**src/rtl/crc8_pkg.sv**
```systemverilog
// Shared CRC-8 constants, checker state encoding and the single-bit CRC step.
// Used by both the receive-side checker and the write-path generator.
package crc8_pkg;

    localparam logic [7:0] CRC8_POLY = 8'h31;
    localparam logic [7:0] CRC8_INIT = 8'hFF;

    typedef enum logic [2:0] {
        ST_INIT,
        ST_WAIT_HI,
        ST_WAIT_LO,
        ST_SHIFT,
        ST_WAIT_CRC
    } chk_state_e;

    // One MSB-first shift of the CRC register with conditional polynomial feedback.
    function automatic logic [7:0] crc8_step(input logic [7:0] crc, input logic [7:0] poly);
        return {crc[6:0], 1'b0} ^ (crc[7] ? poly : 8'h00);
    endfunction

endpackage

```
**src/rtl/crc8_serial_core.sv**
```systemverilog
// Bit-serial CRC-8 engine: an 8-bit CRC register plus a 3-bit step counter.
// Priority of controls: load_init, then xor_byte, then step.
module crc8_serial_core
    import crc8_pkg::*;
#(
    parameter logic [7:0] POLY = CRC8_POLY,
    parameter logic [7:0] INIT = CRC8_INIT
) (
    input  logic       clk,
    input  logic       rst,
    input  logic       load_init,
    input  logic       xor_byte,
    input  logic [7:0] byte_in,
    input  logic       step,
    output logic [7:0] crc,
    output logic       done
);

    logic [7:0] crc_q;
    logic [7:0] crc_d;
    logic [2:0] step_cnt_q;
    logic [2:0] step_cnt_d;

    always_comb begin
        crc_d      = crc_q;
        step_cnt_d = step_cnt_q;
        if (load_init) begin
            crc_d      = INIT;
            step_cnt_d = 3'd0;
        end else if (xor_byte) begin
            crc_d      = crc_q ^ byte_in;
            step_cnt_d = 3'd0;
        end else if (step) begin
            crc_d      = crc8_step(crc_q, POLY);
            step_cnt_d = step_cnt_q + 3'd1;
        end
    end

    always_ff @(posedge clk) begin
        if (!rst) begin
            crc_q      <= INIT;
            step_cnt_q <= 3'd0;
        end else begin
            crc_q      <= crc_d;
            step_cnt_q <= step_cnt_d;
        end
    end

    assign crc  = crc_q;
    // High during the eighth shift, so the caller leaves SHIFT on that edge.
    assign done = step && (step_cnt_q == 3'd7);

endmodule

```
**config.mk**
```make
export PLATFORM = sky130hd
export DESIGN_NAME = crc8_serial_core
export DESIGN_NICKNAME = d
export VERILOG_FILES = /design/src/rtl/crc8_pkg.sv /design/src/rtl/crc8_serial_core.sv
export SDC_FILE = /design/constraint.sdc
export NUM_CORES = 1
export LEC_CHECK = 0
export ABC_CLOCK_PERIOD_IN_PS = 1800
export BUFFER_PORTS_ARGS = -buffer_cell sky130_fd_sc_hd__buf_2
export CAP_MARGIN = 0
export CORE_MARGIN = 3
export CORE_UTILIZATION = 40
export CTS_CLUSTER_DIAMETER = 60
export CTS_CLUSTER_SIZE = 16
export DETAILED_ROUTE_END_ITERATION = 10
export PLACE_DENSITY = 0.79
export SLEW_MARGIN = 20
export SYNTH_ARGS = -nofsm -noshare
export SYNTH_HDL_FRONTEND = slang
export SYNTH_SLANG_ARGS = --single-unit
```
**constraint.sdc**
```tcl
create_clock -name clk -period 1.8 [get_ports clk]
set_clock_uncertainty 0.05 [all_clocks]
set_input_delay 0.18 -clock clk [delete_from_list [all_inputs] [get_ports clk]]
set_output_delay 0.18 -clock clk [all_outputs]
set_load 0.02 [all_outputs]
```
==> flow_summary.json, run 1 <==
{
  "ant_nets": 0,
  "vdd_drop_max_mv": 0.246,
  "dr.first_iter.drc_count": 9,
  "setup_viol_count_final": 0,
  "wl_per_cell_um": 12.1,
  "p_leak_nw": 0.290,
  "cts_setup_buffers": 0,
  "ctsLongestPathBuffers": 2,
  "dpl.hpwl_um": 986,
  "drv_slew": 0,
  "cts_buffers": 3,
  "cts_sinks": 11,
  "rsz0062_at_grt": "false",
  "cp-start-kind": "flop",
  "timing.hold.ws_ns": 0.177,
  "synth_warnings": 0,
  "fin_crit_ns": 1.51,
  "vias_per_cell": 5.33,
  "grt_max_degree": 22,
  "ctsResizeCount": 0,
  "dieWidth_um": 45.2,
  "crit_start": "step_cnt_q[0]",
  "path_delay_family": "adder cells",
  "vias": 565,
  "crit_top_cell": "ha_1",
  "routabilityCongestion": 0.745,
  "regArea_um2": 220,
  "slowest_stage": "dfxtp_1",
  "ys_seq_elements": 11,
  "drive_above_1_share": 0.363,
  "die_h_um": 45.2,
  "r2r_slack_ns": 0.65,
  "syn-num-nets": 85,
  "timing.final.crit_share": 0.838,
  "worstMarginPinSlew_ns": 0.513,
  "r2r-end": "step_cnt_q[2]",
  "finalWirelength_um": 1280,
  "fmax_ghz": 0.663,
  "slowest_delay_ns": 0.32,
  "htree_levels": 1,
  "port-buffer-count": 21,
  "fin_area_um2": 729,
  "worst-setup-path-type": "reg2out",
  "drc_errors": 0,
  "syn_inst": 70,
  "min-delay-path-class": "in2reg",
  "hold_viol": 0,
  "first_pass_iters": 4,
  "clock-root-buffer": "clkbuf_4",
  "grt_pass1_wl_um": 2190,
  "power_density_nw_per_um2": 706,
  "die-area_um2": 2040,
  "core_um2": 1370,
  "crit_cells": 4,
  "yosysSeqAreaShare": 0.358,
  "cap_viol_max_count": 0,
  "path_max_fanout": 2,
  "cts_tree": "built",
  "setup_tns_ns": 0,
  "fp-row-count": 13,
  "insertion_delay_ns": 0.27,
  "diodes": 0,
  "grt_pass1_vias": 522,
  "outcome": "completed",
  "multi_input_area_um2": 359,
  "yosysTopAreaCell": "dfxtp_1",
  "synthDominantCellAreaShare": 0.358,
  "cp.required_ns": 1.57,
  "clk_pin_slew_worst_paths_ns": 0.07,
  "syn2layout_area_growth_pct": 18.7,
  "r2r_start": "step_cnt_q[0]",
  "path_buf_inv": 1,
  "fill_cells": 152,
  "postSynthAreaPerCell_um2": 8.78,
  "final_cell_mix": "buf_2 (21), dfxtp_1 (11), nand2b_1 (10), o21ai_1 (10)",
  "end_kind": "primary output",
  "start_util": 0.450,
  "final_common_cell": "buf_2",
  "overflow": 0,
  "rr_worst_depth": 4,
  "placed_cell_area_um2": 703,
  "ioPinCount": 22,
  "worstSetupEndpoint": "done",
  "antenna_found_initial": 0,
  "grt_usage": 0.145,
  "slew_headroom": 0.657,
  "synth_cell_type_count": 17,
  "yosys-top-cells-area": "dfxtp_1 (36%), a21oi_2 (11%), nand2b_1 (10%)",
  "hold_buffers": 0,
  "final_util": 0.534,
  "path_cells": "ha_1 -> ha_1 -> and2_2 -> buf_2",
  "syn_area_um2": 614,
  "nets": 107,
  "arrival_ns": 1.28
}
==> registers in the layout (all words and copies together) (netlist names) <==
name and count:
step_cnt_q 3, crc 8
==> layout make-up <==
cell class,instances,share of cell area
Tap cell,15,0.0257
Clock buffer,4,0.0360
Multi-Input combinational cell,55,0.492
Timing Repair Buffer,21,0.144
Sequential cell,11,0.302
==> metrics by stage <==
step | power [mW] | setup WS [ns] | cells
floorplan | 0.325 | 0.699 | 70
global placement | 0.346 | 0.561 | 102
detailed placement | 0.349 | 0.533 | 102
CTS | 0.522 | 0.281 | 106
global route | 0.545 | 0.261 | 106
finish | 0.515 | 0.292 | 106
==> worst min-delay path: cells and delay by family <==
kind,cells,cell delay (ns)
simple gates,2,0.17
buf+inv,1,0.10
==> logic make-up (layout without fill, tap and decap cells) <==
kind of cell | after synthesis | after routing | share of synthesized area
adder cells (fa/ha/maj) | 2 | 2 | 0.0407
flip-flops | 11 | 11 | 0.358
XOR/XNOR | 3 | 3 | 0.0428
multiplexers | 2 | 2 | 0.0326
AND/OR/NAND/NOR | 24 | 24 | 0.224
AO/OA/AOI/OAI | 24 | 24 | 0.244
buffers and inverters | 4 | 25 | 0.0570
==> power breakdown <==
part / internal (mW) / switching (mW) / total, mW
Sequential: 0.251 / 0.00917 / 0.260
Clock: 0.0859 / 0.0862 / 0.172
Combinational: 0.0348 / 0.0481 / 0.0829
Total: 0.372 / 0.143 / 0.515
==> worst min path at each step <==
stage,startpoint,end,cells after the start
6_report,rst,step_cnt_q[0],3
5_1_grt,byte_in[5],crc[5],4
4_1_cts,rst,step_cnt_q[0],3
3_5_place_dp,rst,step_cnt_q[0],3
3_3_place_gp,rst,step_cnt_q[0],3
2_1_floorplan,load_init,crc[0],2
==> synthesized netlist by cell type (all sizes together) <==
library cell / count
or2: 1
o21ai: 16
dfxtp: 11
nand3: 8
nand2b: 10
and2: 1
xor2: 2
buf: 4
nor3: 3
a21oi: 8
nor2b: 1
xnor2: 1
ha: 2
mux2i: 2
==> routing by layer <==
| layer | up-vias | part of all wire | GRT usage |
|---|---|---|---|
| met3 | 4 | 0.047 | 0.0120 |
| met4 | 0 | 0.021 | 0.0877 |
| met2 | 15 | 0.47 | 0.220 |
| met1 | 258 | 0.46 | 0.198 |
| met5 | - | 0 | 0 |
| li1 | 288 | - | - |
Note: power is estimated with default switching activity, not from simulation.
==> run 2: changes to the inputs <==
--- a/config.mk
+++ b/config.mk
@@ -5,7 +5,7 @@
 export SDC_FILE = /design/constraint.sdc
 export NUM_CORES = 1
 export LEC_CHECK = 0
-export ABC_CLOCK_PERIOD_IN_PS = 1800
+export ABC_CLOCK_PERIOD_IN_PS = 1400
 export BUFFER_PORTS_ARGS = -buffer_cell sky130_fd_sc_hd__buf_2
 export CAP_MARGIN = 0
 export CORE_MARGIN = 3
==> constraint.sdc (replaced) <==
create_clock -name clk -period 1.4 [get_ports clk]
set_clock_uncertainty 0.05 [all_clocks]
set_input_delay 0.14 -clock clk [delete_from_list [all_inputs] [get_ports clk]]
set_output_delay 0.14 -clock clk [all_outputs]
set_load 0.02 [all_outputs]
==> flow_summary.json, run 2 (synthesis results as in run 1) <==
{
  "grt_pass1_wl_um": 2210,
  "worstMarginPinSlew_ns": 0.454,
  "final_util": 0.567,
  "hold_path_end": "step_cnt_q[0]",
  "cp-start-kind": "flop",
  "min-delay-path-class": "in2reg",
  "cts_tree": "built",
  "overflow": 0,
  "timing.final.crit_share": 0.975,
  "placed_cell_area_um2": 718,
  "dieWidth_um": 45.2,
  "r2r-end": "step_cnt_q[2]",
  "arrival_ns": 1.18,
  "vdd_drop_max_mv": 0.342,
  "dpl.hpwl_um": 981,
  "rsz0062_at_grt": "false",
  "finalWirelength_um": 1250,
  "start_util": 0.450,
  "end_kind": "primary output",
  "first_pass_iters": 4,
  "vias_per_cell": 5.17,
  "cap_viol_max_count": 0,
  "p_leak_nw": 0.306,
  "r2r_start": "step_cnt_q[0]",
  "wl_per_cell_um": 11.4,
  "fin_crit_ns": 1.37,
  "antenna_found_initial": 0,
  "slew_headroom": 0.697,
  "clk_pin_slew_worst_paths_ns": 0.07,
  "rr_worst_depth": 4,
  "core_um2": 1370,
  "outcome": "completed",
  "ant_nets": 0,
  "fp-row-count": 13,
  "drv_slew": 0,
  "largest_reg_flops": 8,
  "grt_usage": 0.142,
  "cp.required_ns": 1.21,
  "fin_area_um2": 774,
  "final_common_cell": "buf_2",
  "setup_tns_ns": 0,
  "insertion_delay_ns": 0.26,
  "htree_levels": 1,
  "drive_above_1_share": 0.432,
  "ioPinCount": 22,
  "fill_cells": 131,
  "syn2layout_area_growth_pct": 26.1,
  "worst-setup-path-type": "reg2out",
  "hp-start": "rst",
  "hold_buffers": 0,
  "port-buffer-count": 21,
  "cts_buffers": 3,
  "clock-root-buffer": "clkbuf_4",
  "holdPathStages": 3,
  "routabilityCongestion": 0.761,
  "fmax_ghz": 0.732,
  "grt_max_degree": 13,
  "vias": 569,
  "dr.first_iter.drc_count": 5,
  "die_h_um": 45.2,
  "r2r_slack_ns": 0.29,
  "grt_pass1_vias": 533,
  "power_density_nw_per_um2": 851,
  "diodes": 0,
  "nets": 111,
  "final_cell_mix": "buf_2 (20), nand2b_1 (10), o21ai_1 (10)",
  "hold_viol": 0,
  "cts_sinks": 11,
  "die-area_um2": 2040,
  "drc_errors": 0,
  "ctsLongestPathBuffers": 2,
  "setup_viol_count_final": 0,
  "path_max_fanout": 2
}
[run 2: cell count changes in the layout (fill, tap and decap cells not counted), sizes merged]
cell	before	now
buf	21	25
[run 2: cell type report]
type / instances / area [um2] / area share
clock buffers: 4 / 26.3 / 0.0339
multi-input cells: 55 / 365 / 0.472
flip-flops and latches: 11 / 223 / 0.288
well taps: 15 / 18.8 / 0.0242
repair buffers: 25 / 141 / 0.183
[run 2: power by group]
| part | total [mW] | switching (mW) | leakage [nW] | internal (mW) |
|---|---|---|---|---|
| sequential | 0.334 | 0.0115 | 0.0908 | 0.323 |
| clock | 0.212 | 0.102 | 0.0150 | 0.110 |
| combinational | 0.113 | 0.0630 | 0.200 | 0.0497 |
| total | 0.659 | 0.176 | 0.306 | 0.482 |
[run 2: critical path, stage by stage, from the launching register on]
cell and delay, ns:
dfxtp_2 0.32, ha_2 0.17, ha_2 0.16, and2_4 0.15, buf_6 0.12
[run 2: through the flow]
stage / hold WS (ns) / total power, mW / setup WS [ns] / std cells
after CTS: 0.138 / 0.666 / 0.0148 / 109
after global routing: 0.176 / 0.693 / 0.0153 / 110
after detailed placement: 0.425 / 0.454 / 0.218 / 104
final: 0.141 / 0.659 / 0.0343 / 110
after global placement: 0.417 / 0.449 / 0.237 / 104
after floorplan: 0.268 / 0.418 / 0.317 / 70
[run 2: timing repair]
item | in CTS | in global routing
setup buffers | 1 | 1
resized for setup | 5 | 2
setup endpoints to repair | 1 | 1
[run 2: per-layer routing]
layer	track usage	wire, um	vias up
met1	0.187	602	258
met3	0.0120	52	0
met4	0.0702	0	0
li1	-	-	299
met2	0.229	598	12
met5	0	0	-
[run 2: worst max path at each step]
stage	start	end	depth (start not counted)
floorplan	step_cnt_q[0]	step_cnt_q[2]	4
global placement	step_cnt_q[0]	done	4
detailed placement	step_cnt_q[0]	done	4
CTS	step_cnt_q[0]	done	4
global route	step_cnt_q[0]	done	4
finish	step_cnt_q[0]	done	4
==> run 3: changes to the inputs <==
--- a/config.mk
+++ b/config.mk
@@ -5,15 +5,15 @@
 export SDC_FILE = /design/constraint.sdc
 export NUM_CORES = 1
 export LEC_CHECK = 0
-export ABC_CLOCK_PERIOD_IN_PS = 1400
+export ABC_CLOCK_PERIOD_IN_PS = 1100
 export BUFFER_PORTS_ARGS = -buffer_cell sky130_fd_sc_hd__buf_2
-export CAP_MARGIN = 0
+export CAP_MARGIN = 20
 export CORE_MARGIN = 3
 export CORE_UTILIZATION = 40
 export CTS_CLUSTER_DIAMETER = 60
 export CTS_CLUSTER_SIZE = 16
 export DETAILED_ROUTE_END_ITERATION = 10
-export PLACE_DENSITY = 0.79
+export PLACE_DENSITY = 0.69
 export SLEW_MARGIN = 20
 export SYNTH_ARGS = -nofsm -noshare
 export SYNTH_HDL_FRONTEND = slang
==> constraint.sdc (replaced) <==
create_clock -name clk -period 1.1 [get_ports clk]
set_clock_uncertainty 0.05 [all_clocks]
set_input_delay 0.11 -clock clk [delete_from_list [all_inputs] [get_ports clk]]
set_output_delay 0.11 -clock clk [all_outputs]
set_load 0.02 [all_outputs]
==> flow_summary.json, run 3 (synthesis results as in run 1) <==
{
  "outcome": "complete, but fails checks",
  "violations": "setup timing",
  "wl_per_cell_um": 11.9,
  "core_um2": 1370,
  "antenna_found_initial": 0,
  "timing.final.crit_share": 1.18,
  "slew_headroom": 0.697,
  "ctsLongestPathBuffers": 2,
  "worst-setup-path-type": "reg2out",
  "p_leak_nw": 0.305,
  "grt_pass1_wl_um": 2180,
  "cts_setup_buffers": 0,
  "clock-root-buffer": "clkbuf_4",
  "vdd_drop_max_mv": 0.726,
  "rsz0062_at_grt": "true",
  "clk_pin_slew_worst_paths_ns": 0.07,
  "seqPwrFrac": 0.505,
  "cts_sinks": 11,
  "nets": 111,
  "ioPinCount": 22,
  "p_total_mw": 0.846,
  "vias_per_cell": 5.25,
  "power_frac_clock": 0.323,
  "hold_viol": 0,
  "die-area_um2": 2040,
  "drive_above_1_share": 0.442,
  "grt_pass1_vias": 496,
  "diodes": 0,
  "comb_power_share": 0.172,
  "worstMarginPinSlew_ns": 0.455,
  "end_kind": "primary output",
  "cts_tree": "built",
  "p_int_mw": 0.617,
  "dr.first_iter.drc_count": 17,
  "drc_errors": 0,
  "start_util": 0.450,
  "switching_share": 0.270,
  "final_common_cell": "buf_2",
  "fin_crit_ns": 1.30,
  "first_pass_iters": 4,
  "routabilityCongestion": 0.758,
  "grt_usage": 0.150,
  "power_density_nw_per_um2": 1060,
  "fp-row-count": 13,
  "final_cell_mix": "buf_2 (20), nand2b_1 (10), o21ai_1 (10)",
  "syn2layout_area_growth_pct": 29.5,
  "cp.required_ns": 0.94,
  "cts_buffers": 3,
  "finalWirelength_um": 1310,
  "cap_viol_max_count": 0,
  "cp-start-kind": "flop",
  "overflow": 0,
  "dpl.hpwl_um": 936,
  "fmax_ghz": 0.767,
  "insertion_delay_ns": 0.26,
  "dieWidth_um": 45.2,
  "grt_max_degree": 20,
  "die_h_um": 45.2,
  "vias": 577,
  "p_sw_mw": 0.229,
  "drv_slew": 0,
  "ant_nets": 0,
  "largest_reg_flops": 8,
  "setup_tns_ns": -0.203,
  "setup_viol_count_final": 1,
  "fin_ws_ns": -0.203,
  "htree_levels": 1,
  "min-delay-path-class": "in2reg",
  "arrival_ns": 1.14,
  "path_max_fanout": 2,
  "port-buffer-count": 21
}
==> run 3: worst max-delay path, stage by stage, from the launching register on <==
cell and delay [ns]:
dfxtp_2 0.34, ha_4 0.16, ha_4 0.14, and2_4 0.12, buf_6 0.12
==> run 3: worst paths after layout <==
path / from / end / slack (ns) / cells past startpoint
min reg2reg: crc[6] / crc[6] / 0.49 / 2
max reg2reg: step_cnt_q[0] / step_cnt_q[2] / 0.07 / 4
min: rst / step_cnt_q[1] / 0.11 / 3
max: step_cnt_q[0] / done / -0.20 / 4
==> run 3: layer usage <==
layer	vias up	global-route usage	routed length, um	share of wire
met1	268	0.193	622	0.48
met4	0	0.105	15	0.011
met5	-	0	0	0
li1	296	-	-	-
met2	11	0.209	600	0.46
met3	2	0.0478	68	0.052
==> run 3: power by group through the flow <==
stage | sequential, mW | clock [mW] | combinational (mW)
finish | 0.427 | 0.273 | 0.146
floorplan | 0.447 | 0 | 0.0852
detailed placement | 0.435 | 0 | 0.145
global route | 0.429 | 0.302 | 0.161
global placement | 0.434 | 0 | 0.143
CTS | 0.427 | 0.284 | 0.147
==> run 3: repair_timing <==
item	CTS	global route
endpoints found under the setup margin	3	1
cloned	0	0
pin swaps	2	0
resized for setup	10	0
hold buffers	0	0
==> run 3: final cells by class <==
type | instances | area (um2)
Clock buffer | 4 | 26.3
Fill cell | 132 | 571
Multi-Input combinational cell | 55 | 385
Sequential cell | 11 | 224
Tap cell | 15 | 18.8
Timing Repair Buffer | 25 | 141
==> run 3: through the flow <==
stage / area [um2] / hold WS, ns / worst slack (ns) / cells / utilization
floorplan: 614 / 0.238 / 0.0170 / 70 / -
global placement: 733 / 0.386 / -0.0262 / 106 / 0.537
detailed placement: 733 / 0.396 / -0.0435 / 106 / 0.537
CTS: 796 / 0.106 / -0.215 / 110 / 0.582
global route: 796 / 0.121 / -0.238 / 110 / 0.582
finish: 796 / 0.107 / -0.203 / 110 / 0.582
